**src/rtl/bc1553_pkg.sv**
```systemverilog
// bc1553_pkg: shared constants for the 1553 bus-controller transmit path.
//   - message-table entry fields (18-bit entries: csw sync, dw sync, 16-bit word)
//   - seq_err codes reported by bc_msg_sequencer
//   - bc_msg_sequencer state encoding
package bc1553_pkg;

    // Entry layout: bit17 = command/status sync, bit16 = data sync, 15:0 = word.
    localparam int CSW_BIT  = 17;
    localparam int DW_BIT   = 16;
    localparam int WORD_MSB = 15;

    // seq_err codes (sticky until the next start).
    localparam logic [1:0] ERR_OK      = 2'd0;
    localparam logic [1:0] ERR_INVALID = 2'd1;
    localparam logic [1:0] ERR_TMO     = 2'd2;
    localparam logic [1:0] ERR_ABORT   = 2'd3;

    // Sequencer states.
    localparam logic [2:0] S_IDLE      = 3'd0;
    localparam logic [2:0] S_FETCH     = 3'd1;
    localparam logic [2:0] S_DECODE    = 3'd2;
    localparam logic [2:0] S_GAP       = 3'd3;
    localparam logic [2:0] S_ISSUE     = 3'd4;
    localparam logic [2:0] S_WAIT_BUSY = 3'd5;
    localparam logic [2:0] S_WAIT_DONE = 3'd6;
    localparam logic [2:0] S_DONE      = 3'd7;

endpackage

```
**src/rtl/bc_msg_sequencer_if.sv**
```systemverilog
// bc_msg_sequencer_if: control, table and encoder signals of the sequencer.
//   master : the sequencer (drives tbl_addr, enc_*, seq_*, word_cnt)
//   slave  : host/table/encoder side (drives start, abort, list_base,
//            tbl_data, enc_busy)
interface bc_msg_sequencer_if #(
    parameter int ADDR_W = 9
);
    logic              start;
    logic              abort;
    logic [ADDR_W-1:0] list_base;
    logic [ADDR_W-1:0] tbl_addr;
    logic [17:0]       tbl_data;
    logic [15:0]       enc_dword;
    logic              enc_csw;
    logic              enc_dw;
    logic              enc_write;
    logic              enc_busy;
    logic              seq_busy;
    logic              seq_done;
    logic [1:0]        seq_err;
    logic [ADDR_W-1:0] word_cnt;

    modport master (
        input  start, abort, list_base, tbl_data, enc_busy,
        output tbl_addr, enc_dword, enc_csw, enc_dw, enc_write,
               seq_busy, seq_done, seq_err, word_cnt
    );

    modport slave (
        output start, abort, list_base, tbl_data, enc_busy,
        input  tbl_addr, enc_dword, enc_csw, enc_dw, enc_write,
               seq_busy, seq_done, seq_err, word_cnt
    );
endinterface

```
**src/rtl/bc_seq_timer.sv**
```systemverilog
// bc_seq_timer: loadable 8-bit down-counter with zero flag.
//   clk, rst : clock, async active-high reset
//   i_load   : load i_val this cycle (takes priority over counting)
//   i_val    : load value
//   o_zero   : count is zero; the counter stops there
module bc_seq_timer (
    input  logic       clk,
    input  logic       rst,
    input  logic       i_load,
    input  logic [7:0] i_val,
    output logic       o_zero
);
    logic [7:0] r_cnt;

    always_ff @(posedge clk or posedge rst) begin
        if (rst)                r_cnt <= 8'd0;
        else if (i_load)        r_cnt <= i_val;
        else if (r_cnt != 8'd0) r_cnt <= r_cnt - 8'd1;
    end

    assign o_zero = (r_cnt == 8'd0);
endmodule

```
**src/rtl/bc_msg_sequencer.sv**
```systemverilog
// bc_msg_sequencer: walks an 18-bit message list in a synchronous table and
// hands each word to the 1553 Manchester encoder.
//   clk, rst : encoder-domain clock, async active-high reset
//   bus      : bc_msg_sequencer_if.master (start/abort/list_base, table
//              port, encoder port, seq_busy/seq_done/seq_err/word_cnt)
// Optional feature macro: BC_SEQ_LOOP_EN -- the end marker restarts the list
// at list_base (with a gap) and pulses seq_done per pass; only abort stops it.
// GAP_CYCLES must be 1..255, BUSY_TMO 2..257 (both use the 8-bit timer).
module bc_msg_sequencer
    import bc1553_pkg::*;
#(
    parameter int ADDR_W     = 9,
    parameter int GAP_CYCLES = 16,
    parameter int BUSY_TMO   = 63
) (
    input  logic               clk,
    input  logic               rst,
    bc_msg_sequencer_if.master bus
);
    logic [2:0]        r_state, w_next;
    logic [ADDR_W-1:0] r_tbl_addr, r_word_cnt;
    logic              r_first, r_abort_pend;
    logic [15:0]       r_enc_dword;
    logic              r_enc_csw, r_enc_dw, r_enc_write, r_done;
    logic [1:0]        r_err, w_err_code;
    logic              w_err_set;
    logic [1:0]        w_sync;
    logic              w_tmr_load, w_tmr_zero;
    logic [7:0]        w_tmr_val;
`ifdef BC_SEQ_LOOP_EN
    logic [ADDR_W-1:0] r_base;
`endif

    assign w_sync = bus.tbl_data[CSW_BIT:DW_BIT];

    always_comb begin
        w_next     = r_state;
        w_err_set  = 1'b0;
        w_err_code = ERR_OK;
        case (r_state)
            S_IDLE, S_DONE: if (bus.start && !bus.abort) w_next = S_FETCH;
            S_FETCH: begin
                if (bus.abort) begin
                    w_next = S_DONE; w_err_set = 1'b1; w_err_code = ERR_ABORT;
                end else w_next = S_DECODE;
            end
            S_DECODE: begin
                if (bus.abort) begin
                    w_next = S_DONE; w_err_set = 1'b1; w_err_code = ERR_ABORT;
                end else begin
                    case (w_sync)
`ifdef BC_SEQ_LOOP_EN
                        2'b00: w_next = S_FETCH;
`else
                        2'b00: w_next = S_DONE;
`endif
                        2'b11: begin
                            w_next = S_DONE; w_err_set = 1'b1; w_err_code = ERR_INVALID;
                        end
                        2'b10:   w_next = r_first ? S_ISSUE : S_GAP;
                        default: w_next = S_ISSUE;
                    endcase
                end
            end
            S_GAP: begin
                if (bus.abort) begin
                    w_next = S_DONE; w_err_set = 1'b1; w_err_code = ERR_ABORT;
                end else if (w_tmr_zero) w_next = S_ISSUE;
            end
            S_ISSUE: w_next = S_WAIT_BUSY;
            S_WAIT_BUSY: begin
                // A busy already high (stale) simply exits on the first cycle.
                if (bus.enc_busy) w_next = S_WAIT_DONE;
                else if (w_tmr_zero) begin
                    w_next = S_DONE; w_err_set = 1'b1; w_err_code = ERR_TMO;
                end
            end
            S_WAIT_DONE: begin
                // An abort seen while the word is in flight lands here, so
                // the encoder always finishes the word.
                if (!bus.enc_busy) begin
                    if (r_abort_pend || bus.abort) begin
                        w_next = S_DONE; w_err_set = 1'b1; w_err_code = ERR_ABORT;
                    end else w_next = S_FETCH;
                end
            end
            default: w_next = S_IDLE;
        endcase
    end

    // Timer reloads on entry: GAP holds GAP_CYCLES cycles; WAIT_BUSY times
    // out BUSY_TMO cycles after the strobe (ISSUE is the first of those).
    assign w_tmr_load = (w_next != r_state) &&
                        ((w_next == S_GAP) || (w_next == S_WAIT_BUSY));
    assign w_tmr_val  = (w_next == S_GAP) ? 8'(GAP_CYCLES - 1) : 8'(BUSY_TMO - 2);

    bc_seq_timer u_timer (
        .clk    (clk),
        .rst    (rst),
        .i_load (w_tmr_load),
        .i_val  (w_tmr_val),
        .o_zero (w_tmr_zero)
    );

    always_ff @(posedge clk or posedge rst) begin
        if (rst) begin
            r_state      <= S_IDLE;
            r_tbl_addr   <= '0;
            r_word_cnt   <= '0;
            r_first      <= 1'b0;
            r_abort_pend <= 1'b0;
            r_enc_dword  <= 16'd0;
            r_enc_csw    <= 1'b0;
            r_enc_dw     <= 1'b0;
            r_enc_write  <= 1'b0;
            r_done       <= 1'b0;
            r_err        <= ERR_OK;
`ifdef BC_SEQ_LOOP_EN
            r_base       <= '0;
`endif
        end else begin
            r_state     <= w_next;
            r_enc_write <= 1'b0;
            r_done      <= (w_next == S_DONE) && (r_state != S_DONE);
            if (w_err_set) r_err <= w_err_code;

            // Strobe and word latch on ISSUE entry, so enc_write is high
            // exactly during the ISSUE cycle.
            if ((w_next == S_ISSUE) && (r_state != S_ISSUE)) begin
                r_enc_dword <= bus.tbl_data[WORD_MSB:0];
                r_enc_csw   <= bus.tbl_data[CSW_BIT];
                r_enc_dw    <= bus.tbl_data[DW_BIT];
                r_enc_write <= 1'b1;
            end

            case (r_state)
                S_IDLE, S_DONE: begin
                    if (w_next == S_FETCH) begin
                        r_tbl_addr   <= bus.list_base;
                        r_err        <= ERR_OK;
                        r_word_cnt   <= '0;
                        r_first      <= 1'b1;
                        r_abort_pend <= 1'b0;
`ifdef BC_SEQ_LOOP_EN
                        r_base       <= bus.list_base;
`endif
                    end
                end
`ifdef BC_SEQ_LOOP_EN
                S_DECODE: begin
                    if (w_next == S_FETCH) begin
                        r_tbl_addr <= r_base;
                        r_first    <= 1'b0;
                        r_done     <= 1'b1;
                    end
                end
`endif
                S_ISSUE: begin
                    r_word_cnt <= r_word_cnt + 1'b1;
                    r_tbl_addr <= r_tbl_addr + 1'b1;
                    r_first    <= 1'b0;
                    if (bus.abort) r_abort_pend <= 1'b1;
                end
                S_WAIT_BUSY, S_WAIT_DONE: if (bus.abort) r_abort_pend <= 1'b1;
                default: ;
            endcase
        end
    end

    assign bus.tbl_addr  = r_tbl_addr;
    assign bus.enc_dword = r_enc_dword;
    assign bus.enc_csw   = r_enc_csw;
    assign bus.enc_dw    = r_enc_dw;
    assign bus.enc_write = r_enc_write;
    assign bus.seq_busy  = (r_state != S_IDLE) && (r_state != S_DONE);
    assign bus.seq_done  = r_done;
    assign bus.seq_err   = r_err;
    assign bus.word_cnt  = r_word_cnt;
endmodule

```
**src/flat_wrapper.sv**
```systemverilog
// flat-port wrapper written by rule: the top's interface ports become plain ports
module bc_msg_sequencer_flat import bc1553_pkg::*;
#(
    parameter int ADDR_W     = 9,
    parameter int GAP_CYCLES = 16,
    parameter int BUSY_TMO   = 63
)
  (clk, rst, bus_start, bus_abort, bus_list_base, bus_tbl_data, bus_enc_busy, bus_tbl_addr, bus_enc_dword, bus_enc_csw, bus_enc_dw, bus_enc_write, bus_seq_busy, bus_seq_done, bus_seq_err, bus_word_cnt);
  bc_msg_sequencer_if #(.ADDR_W(ADDR_W)) bus_i ();
  input  logic clk;
  input  logic rst;
  input wire logic [$bits(bus_i.start)-1:0] bus_start;
  input wire logic [$bits(bus_i.abort)-1:0] bus_abort;
  input wire logic [$bits(bus_i.list_base)-1:0] bus_list_base;
  input wire logic [$bits(bus_i.tbl_data)-1:0] bus_tbl_data;
  input wire logic [$bits(bus_i.enc_busy)-1:0] bus_enc_busy;
  output wire logic [$bits(bus_i.tbl_addr)-1:0] bus_tbl_addr;
  output wire logic [$bits(bus_i.enc_dword)-1:0] bus_enc_dword;
  output wire logic [$bits(bus_i.enc_csw)-1:0] bus_enc_csw;
  output wire logic [$bits(bus_i.enc_dw)-1:0] bus_enc_dw;
  output wire logic [$bits(bus_i.enc_write)-1:0] bus_enc_write;
  output wire logic [$bits(bus_i.seq_busy)-1:0] bus_seq_busy;
  output wire logic [$bits(bus_i.seq_done)-1:0] bus_seq_done;
  output wire logic [$bits(bus_i.seq_err)-1:0] bus_seq_err;
  output wire logic [$bits(bus_i.word_cnt)-1:0] bus_word_cnt;
  assign bus_i.start = bus_start;
  assign bus_i.abort = bus_abort;
  assign bus_i.list_base = bus_list_base;
  assign bus_i.tbl_data = bus_tbl_data;
  assign bus_i.enc_busy = bus_enc_busy;
  assign bus_tbl_addr = bus_i.tbl_addr;
  assign bus_enc_dword = bus_i.enc_dword;
  assign bus_enc_csw = bus_i.enc_csw;
  assign bus_enc_dw = bus_i.enc_dw;
  assign bus_enc_write = bus_i.enc_write;
  assign bus_seq_busy = bus_i.seq_busy;
  assign bus_seq_done = bus_i.seq_done;
  assign bus_seq_err = bus_i.seq_err;
  assign bus_word_cnt = bus_i.word_cnt;
  bc_msg_sequencer #(.ADDR_W(ADDR_W), .GAP_CYCLES(GAP_CYCLES), .BUSY_TMO(BUSY_TMO)) u_core (.clk(clk), .rst(rst), .bus(bus_i));
endmodule
```
**config.mk**
```make
export PLATFORM = sky130hd
export DESIGN_NAME = bc_msg_sequencer_flat
export DESIGN_NICKNAME = d
export VERILOG_FILES = /design/src/rtl/bc1553_pkg.sv /design/src/rtl/bc_msg_sequencer_if.sv /design/src/rtl/bc_seq_timer.sv /design/src/rtl/bc_msg_sequencer.sv /design/src/flat_wrapper.sv
export SDC_FILE = /design/constraint.sdc
export NUM_CORES = 1
export LEC_CHECK = 0
export ABC_AREA = 1
export BUFFER_PORTS_ARGS = -buffer_cell sky130_fd_sc_hd__clkbuf_2
export CORE_UTILIZATION = 54
export CTS_CLUSTER_DIAMETER = 50
export DETAILED_ROUTE_END_ITERATION = 7
export PLACE_DENSITY = 0.84
export SYNTH_ARGS = -nofsm -noshare
export SYNTH_HDL_FRONTEND = slang
export SYNTH_SLANG_ARGS = --single-unit
```
**constraint.sdc**
```tcl
create_clock -name clk -period 2.2 [get_ports clk]
set_input_delay 0.55 -clock clk [delete_from_list [all_inputs] [get_ports clk]]
set_output_delay 0.55 -clock clk [all_outputs]
set_load 0.01 [all_outputs]
```
* After elaboration in Yosys (flattened, before gate mapping) *
Cells that the tools add are included.

word-level totals
  flip-flop bits (word level) = 53
  output and inout bits = 41
  logic and storage cells = 100

cells by class
  add/subtract/negate cells = 3
  equality and inequality tests = 19
  mux-type cells = 44
  reductions and logical operators = 22

operators by type and width
  kind                                                    count
  case mux 9 bit (2 select lines)                         2
  2-to-1 mux 3 bit                                        10
  == test 3 bit (second input constant)                   7
  case mux 3 bit (7 select lines)                         1
  adder 9 x 1 -> 9 bit (second input constant)            2
  2-to-1 mux 2 bit                                        9
  2-to-1 mux 9 bit                                        2
  2-to-1 mux 8 bit                                        2
  2-to-1 mux 1 bit                                        12
  == test 3 x 2 -> 1 bit (second input constant)          3
  zero test 8 bit                                         1
  case mux 2 bit (4 select lines)                         1
  nonzero test 8 bit                                      1
  subtractor 8 x 1 -> 8 bit (second input constant)       1
  == test 3 x 1 -> 1 bit (second input constant)          2
  2-to-1 mux 6 bit                                        1
  inequality test 3 bit (second input constant)           2
  case mux 3 bit (2 select lines)                         1
  nonzero test 2 bit                                      3
  OR reduction 2 bit                                      3
  logical AND 1 bit                                       5
  == test 2 bit (second input constant)                   2
  inequality test 2 x 1 -> 1 bit (second input constant)  2
  case mux 1 bit (2 select lines)                         2
  other kinds (10)                                        11

* Longest topological paths before layout *
  depth after elaboration = 9
  mapped depth = 16

* Cells and area by module *
From an unflattened synthesis, not the netlist that was laid out.

second synthesis, totals
  cell total of the unflattened synthesis = 407
  area, all modules = 3,079.2 µm²

by module, submodules not included
  module            instances  cells an instance  area each (µm²)  sequential area each (µm²)
  bc_msg_sequencer  1          336                2,548.7          1,126.1
  bc_seq_timer      1          71                 530.5            200.2

* Worst setup path before layout *
No wires, ideal clock.

  path type = input to register
  start = input bus_tbl_data[16]
  end = register u_core.r_word_cnt[7], in the netlist u_core.bus.word_cnt[7]
  setup time = 0.136 ns
  arrival time = 1.927 ns
  required time = 2.064 ns
  setup slack = 0.137 ns
  stages = 14
  buffers on the path = 0
  cell sequence = inv_1 -> ha_1 -> nor2_1 -> nand2_1 -> nand2_1 -> nor2_2 -> nor2_1 -> nand4_4 -> clkinv_2 -> nand4_4 -> nand2_4 -> inv_1 -> nand2_1 -> o21ai_0

between the ends
  longest elaborated chain between the ends = 8

ends and longest elaborated chain
  what                                              RTL line                 text
  start: declaration                                flat_wrapper.sv:15       input wire logic [$bits(bus_i.tbl_data)-1:0] bus_tbl_data;
  == test 2 bit or zero test 2 bit (tied branches)  bc_msg_sequencer.sv:51   case (w_sync)
  OR reduction 2 bit (no line)                      n/a
  case mux 3 bit (2 select lines) (*)               bc_msg_sequencer.sv:51
  2-to-1 mux 3 bit (*)                              bc_msg_sequencer.sv:48   if (bus.abort) begin
  case mux 3 bit (7 select lines) (*)               bc_msg_sequencer.sv:40   case (r_state)
  named net u_core.w_next[1]                        bc_msg_sequencer.sv:20   logic [2:0] r_state, w_next;
  == test 3 x 1 -> 1 bit (*)                        bc_msg_sequencer.sv:138  if (w_next == S_FETCH) begin
  inequality test 2 x 1 -> 1 bit (no line) (*)      n/a
  AND reduction 2 bit (no line) (*)                 n/a
  end signal: assignment                            bc_msg_sequencer.sv:159  r_word_cnt <= r_word_cnt + 1'b1;
  end: declaration                                  bc_msg_sequencer.sv:21   logic [ADDR_W-1:0] r_tbl_addr, r_word_cnt;

The timed path passes the listed nets; every way through them passes the cells marked *.
A chain may end at the register's enable or synchronous reset.

* Worst setup path in the final report *
  start = register u_core.u_timer.r_cnt[0]
  end = register u_core.r_word_cnt[4], in the netlist u_core.bus.word_cnt[4]

between the ends
  longest elaborated chain between the ends = 7

ends and longest elaborated chain
  what                                          RTL line                                        text
  start: declaration                            bc_seq_timer.sv:13                              logic [7:0] r_cnt;
  start signal: assignment                      bc_seq_timer.sv:17                              else if (i_load) r_cnt <= i_val;
  start signal: assignment                      bc_seq_timer.sv:18                              else if (r_cnt != 8'd0) r_cnt <= r_cnt - 8'd1;
  zero test 8 bit (*)                           bc_seq_timer.sv:21                              assign o_zero = (r_cnt == 8'd0);
  2-to-1 mux 3 bit, on equally long branches    bc_msg_sequencer.sv:74, bc_msg_sequencer.sv:68
  2-to-1 mux 3 bit, on equally long branches    bc_msg_sequencer.sv:73, bc_msg_sequencer.sv:66
  case mux 3 bit (7 select lines) (*)           bc_msg_sequencer.sv:40
  named net u_core.w_next[1]                    bc_msg_sequencer.sv:20
  == test 3 x 1 -> 1 bit (*)                    bc_msg_sequencer.sv:138
  inequality test 2 x 1 -> 1 bit (no line) (*)  n/a
  AND reduction 2 bit (no line) (*)             n/a

Marked as above.

==> flow_summary.rst <==
.. list-table::
   :header-rows: 1

   * - Metric
     - Value
   * - Vertical die dimension
     - 76.9 µm
   * - Class of the most critical hold timing path
     - primary input to asynchronous set/reset pin
   * - Final wirelength
     - 6540 µm
   * - Endpoint kind of the worst setup timing path
     - flip-flop
   * - Yosys top cell area share
     - 0.438
   * - Power density over the cells
     - 1590 mW/mm²
   * - Antenna violations before repair
     - 0
   * - Layout Nets
     - 489
   * - Synth top area cells
     - dfrtp_1, nand2_1, inv_1, o21ai_0, nand3_1
   * - Leakage dissipation
     - 1.90 nW
   * - Cells traversed along the worst timing path
     - inv_1 > ha_1 > nand2_2 > o21ai_0 > nand2_1 > nand4_4 > clkinv_2 > nand4_4 > nand2_4 > buf_12 > o21ai_0
   * - Global Route Usage Sum
     - 0.239
   * - Wire length of the first global-routing pass
     - 11300 µm
   * - Number of buffers and inverters on the critical path
     - 3
   * - Final max-slew violation count
     - 0
   * - Final instance area
     - 0.00365 mm²
   * - Setup Crit Path Kind
     - flip-flop to flip-flop
   * - Drt first pass iters
     - 4
   * - Deepest clock path buffer count
     - 2
   * - Synth warn
     - 0
   * - Number of buffers created by CTS
     - 5
   * - Highest-delay cell along the critical path
     - dfrtp_1
   * - Cell total after placement
     - 513
   * - Avg Inst Size Synth
     - 8.18 µm²
   * - Number of global-route vias before repair
     - 2549
   * - Drc violations
     - 0
   * - Maximum number of pins on one net before global-route repair
     - 36
   * - Number of instances in the synthesized netlist
     - 370
   * - Number of design-rule violations left by the first detailed-router iteration
     - 114
   * - Placer congestion estimate
     - 0.871
   * - H-Tree Level Count
     - 2
   * - Avg WL per Cell
     - 12.5 µm
   * - Number of placed I/O pins
     - 73
   * - Proportion of layout cells with a drive suffix above 1
     - 0.310
   * - Post-route clock period utilization
     - 0.919
   * - Max-capacitance violation count
     - 0
   * - Final standard cell count with taps included and fillers excluded
     - 522
   * - Area of the mapped netlist
     - 0.00303 mm²
   * - Portion of the post-synthesis area used by sequential elements
     - 0.438
   * - Library cell occupying the most area in the post-synthesis netlist
     - dfrtp_1
   * - Maximum VDD drop
     - 1.22 mV
   * - Final hold violation count
     - 0
   * - Largest fanout of any net on the critical path
     - 16
   * - Peak clock frequency supported by timing
     - 495 MHz
   * - DR vias/cell
     - 5.06
   * - Number of input and output port buffers inserted
     - 72
   * - Die Span X
     - 76.9 µm
   * - Crit path launch type
     - flip-flop
   * - Vias post-DR
     - 2643
   * - Total global routing overflow
     - 0
   * - Antenna fix cells
     - 0
   * - Critical path data arrival time
     - 2.24 ns
   * - Num Clock Sinks
     - 53
   * - Outcome
     - completed
   * - Final Critical Period
     - 2.02 ns
   * - # hold bufs at CTS
     - 0
   * - Total die area
     - 0.00591 mm²
   * - Worst-Skew Late Latency
     - 0.31 ns
   * - Number of nets with antenna violations after routing
     - 0
   * - Setup repair after global routing missed its margin
     - no
   * - DP HPWL
     - 4960 µm
   * - Worst slew pin tran
     - 0.475 ns
   * - Hold Slack
     - 0.209 ns
   * - FF+latch count, synth
     - 53
   * - Stage delay of the slowest cell on the critical path
     - 0.41 ns
   * - Power, Total
     - 5.81 mW
   * - Required time at the endpoint of the critical path
     - 2.42 ns
   * - Largest delay contributor family on the critical path
     - simple AND/OR/NAND/NOR gates
   * - Synthesis-to-finish area growth
     - 20.6%
   * - Slew Limit Headroom
     - 0.683
   * - Num rows
     - 26
   * - # setup viols final
     - 0
   * - Clock slew at reported path FFs
     - 0.10 ns
   * - Number of distinct standard cells referenced by the synthesized netlist
     - 43
   * - Post-placement cell area
     - 0.00351 mm²
   * - Clock tree from TritonCTS
     - done
   * - Initial core utilization
     - 0.578
   * - Synth Net Count
     - 408
   * - Area inside the core boundary
     - 0.00524 mm²
   * - Cell at the root of the clock tree
     - clkbuf_8
   * - Clock skew after layout
     - 0.00777 ns
## cell families after synthesis
logic type               after synthesis  share of synthesized area
AND/OR/NAND/NOR                      193                      0.306
XOR/XNOR                              12                     0.0347
adder cells (fa/ha/maj)                6                     0.0248
flip-flops                            53                      0.438
AO/OA/AOI/OAI                         48                      0.108
buffers and inverters                 58                     0.0885
## routing by layer
layer	up-vias	GRT usage	wire, µm
li1	1343	-	-
met1	1215	0.307	2970
met2	80	0.400	3130
met3	5	0.0595	378
met4	0	0.0654	64
met5	-	0	0
## cells in the final DEF, fill, tap and decap left out, drive strengths merged
cell | netlist | routed
o21a | 1 | 1
a22oi | 1 | 1
or2 | 2 | 2
nand4 | 8 | 8
nor2 | 26 | 26
nor3 | 9 | 9
a21oi | 10 | 10
ha | 6 | 6
nor4b | 1 | 1
xor2 | 7 | 7
clkbuf | 1 | 79
nor4 | 2 | 2
nand2 | 126 | 126
o21ai | 26 | 26
buf | 10 | 13
inv | 46 | 47
o32ai | 2 | 2
nand3 | 17 | 17
nand3b | 1 | 1
xnor2 | 5 | 5
a31oi | 1 | 1
or4 | 1 | 1
clkinv | 1 | 1
o211ai | 6 | 6
o22ai | 1 | 1
dfrtp | 53 | 53
## Yosys cell counts (all sizes together)
master	count
o22ai	1
nand3	17
clkbuf	1
ha	6
buf	10
nand2	126
nor2	26
nand4	8
xor2	7
a31oi	1
dfrtp	53
or2	2
o32ai	2
nor4	2
o21a	1
xnor2	5
o21ai	26
nor4b	1
a21oi	10
a22oi	1
clkinv	1
or4	1
nor3	9
o211ai	6
nand3b	1
inv	46
## sequential cells by signal (all words and copies together) (netlist names)
name                  flops
u_core.r_first            1
u_core.bus.tbl_addr       9
u_core.bus.word_cnt       9
u_core.bus.enc_write      1
u_core.bus.enc_dw         1
u_core.bus.enc_csw        1
u_core.r_state            3
u_core.bus.enc_dword     16
u_core.bus.seq_err        2
u_core.u_timer.r_cnt      8
u_core.bus.seq_done       1
u_core.r_abort_pend       1
## through the flow
step	utilization	TNS [ns]	worst slack, ns
after floorplan	-	0	0.137
after global placement	0.671	-2.19	-0.106
after detailed placement	0.671	-4.96	-0.173
after CTS	0.691	0	0.105
after global routing	0.696	0	0.00364
final	0.696	0	0.179
## timing repair
action | 4_1_cts | 5_1_grt
endpoints found under the setup margin | 0 | 25
resized for setup | 0 | 5
setup buffers | 0 | 1
## area by class of cell
type                    count  area [µm²]
clock buffers               7        96.3
fillers                   427        1590
clock inverters             1        8.76
well taps                  70        87.6
multi-input cells         259        1450
flip-flops and latches     53        1330
repair buffers             85         495
inverters                  47         180
## power by group
group          total (mW)  internal, mW  switching [mW]
clock network       0.613         0.291           0.321
registers            1.80          1.42           0.377
logic                3.40          1.29            2.11
total                5.81          3.00            2.81
## worst paths after layout
path / startpoint / endpoint / slack, ns / depth (start not counted)
max: u_core.u_timer.r_cnt[0]$_DFFE_PP0P_ / u_core.bus.word_cnt[4]$_DFFE_PP0P_ / 0.18 / 11
min: rst / u_core.bus.enc_dword[6]$_DFFE_PP0P_ / 0.21 / 2
max reg2reg: u_core.u_timer.r_cnt[0]$_DFFE_PP0P_ / u_core.bus.word_cnt[4]$_DFFE_PP0P_ / 0.18 / 11
min reg2reg: u_core.bus.enc_dword[3]$_DFFE_PP0P_ / u_core.bus.enc_dword[3]$_DFFE_PP0P_ / 0.50 / 2
max in group asynchronous: rst / u_core.r_state[1]$_DFF_PP0_ / 1.47 / 3
min in group clk: bus_tbl_data[3] / u_core.bus.enc_dword[3]$_DFFE_PP0P_ / 0.43 / 3
## worst reg2reg max path: stages (launching register included)
cell      delay, ns
dfrtp_1        0.41
inv_1          0.11
ha_1           0.21
nand2_2        0.11
o21ai_0        0.17
nand2_1        0.14
nand4_4        0.14
clkinv_2       0.11
nand4_4        0.10
nand2_4        0.07
buf_12         0.17
o21ai_0        0.20
No activity file was read; power rests on OpenSTA's default activity.
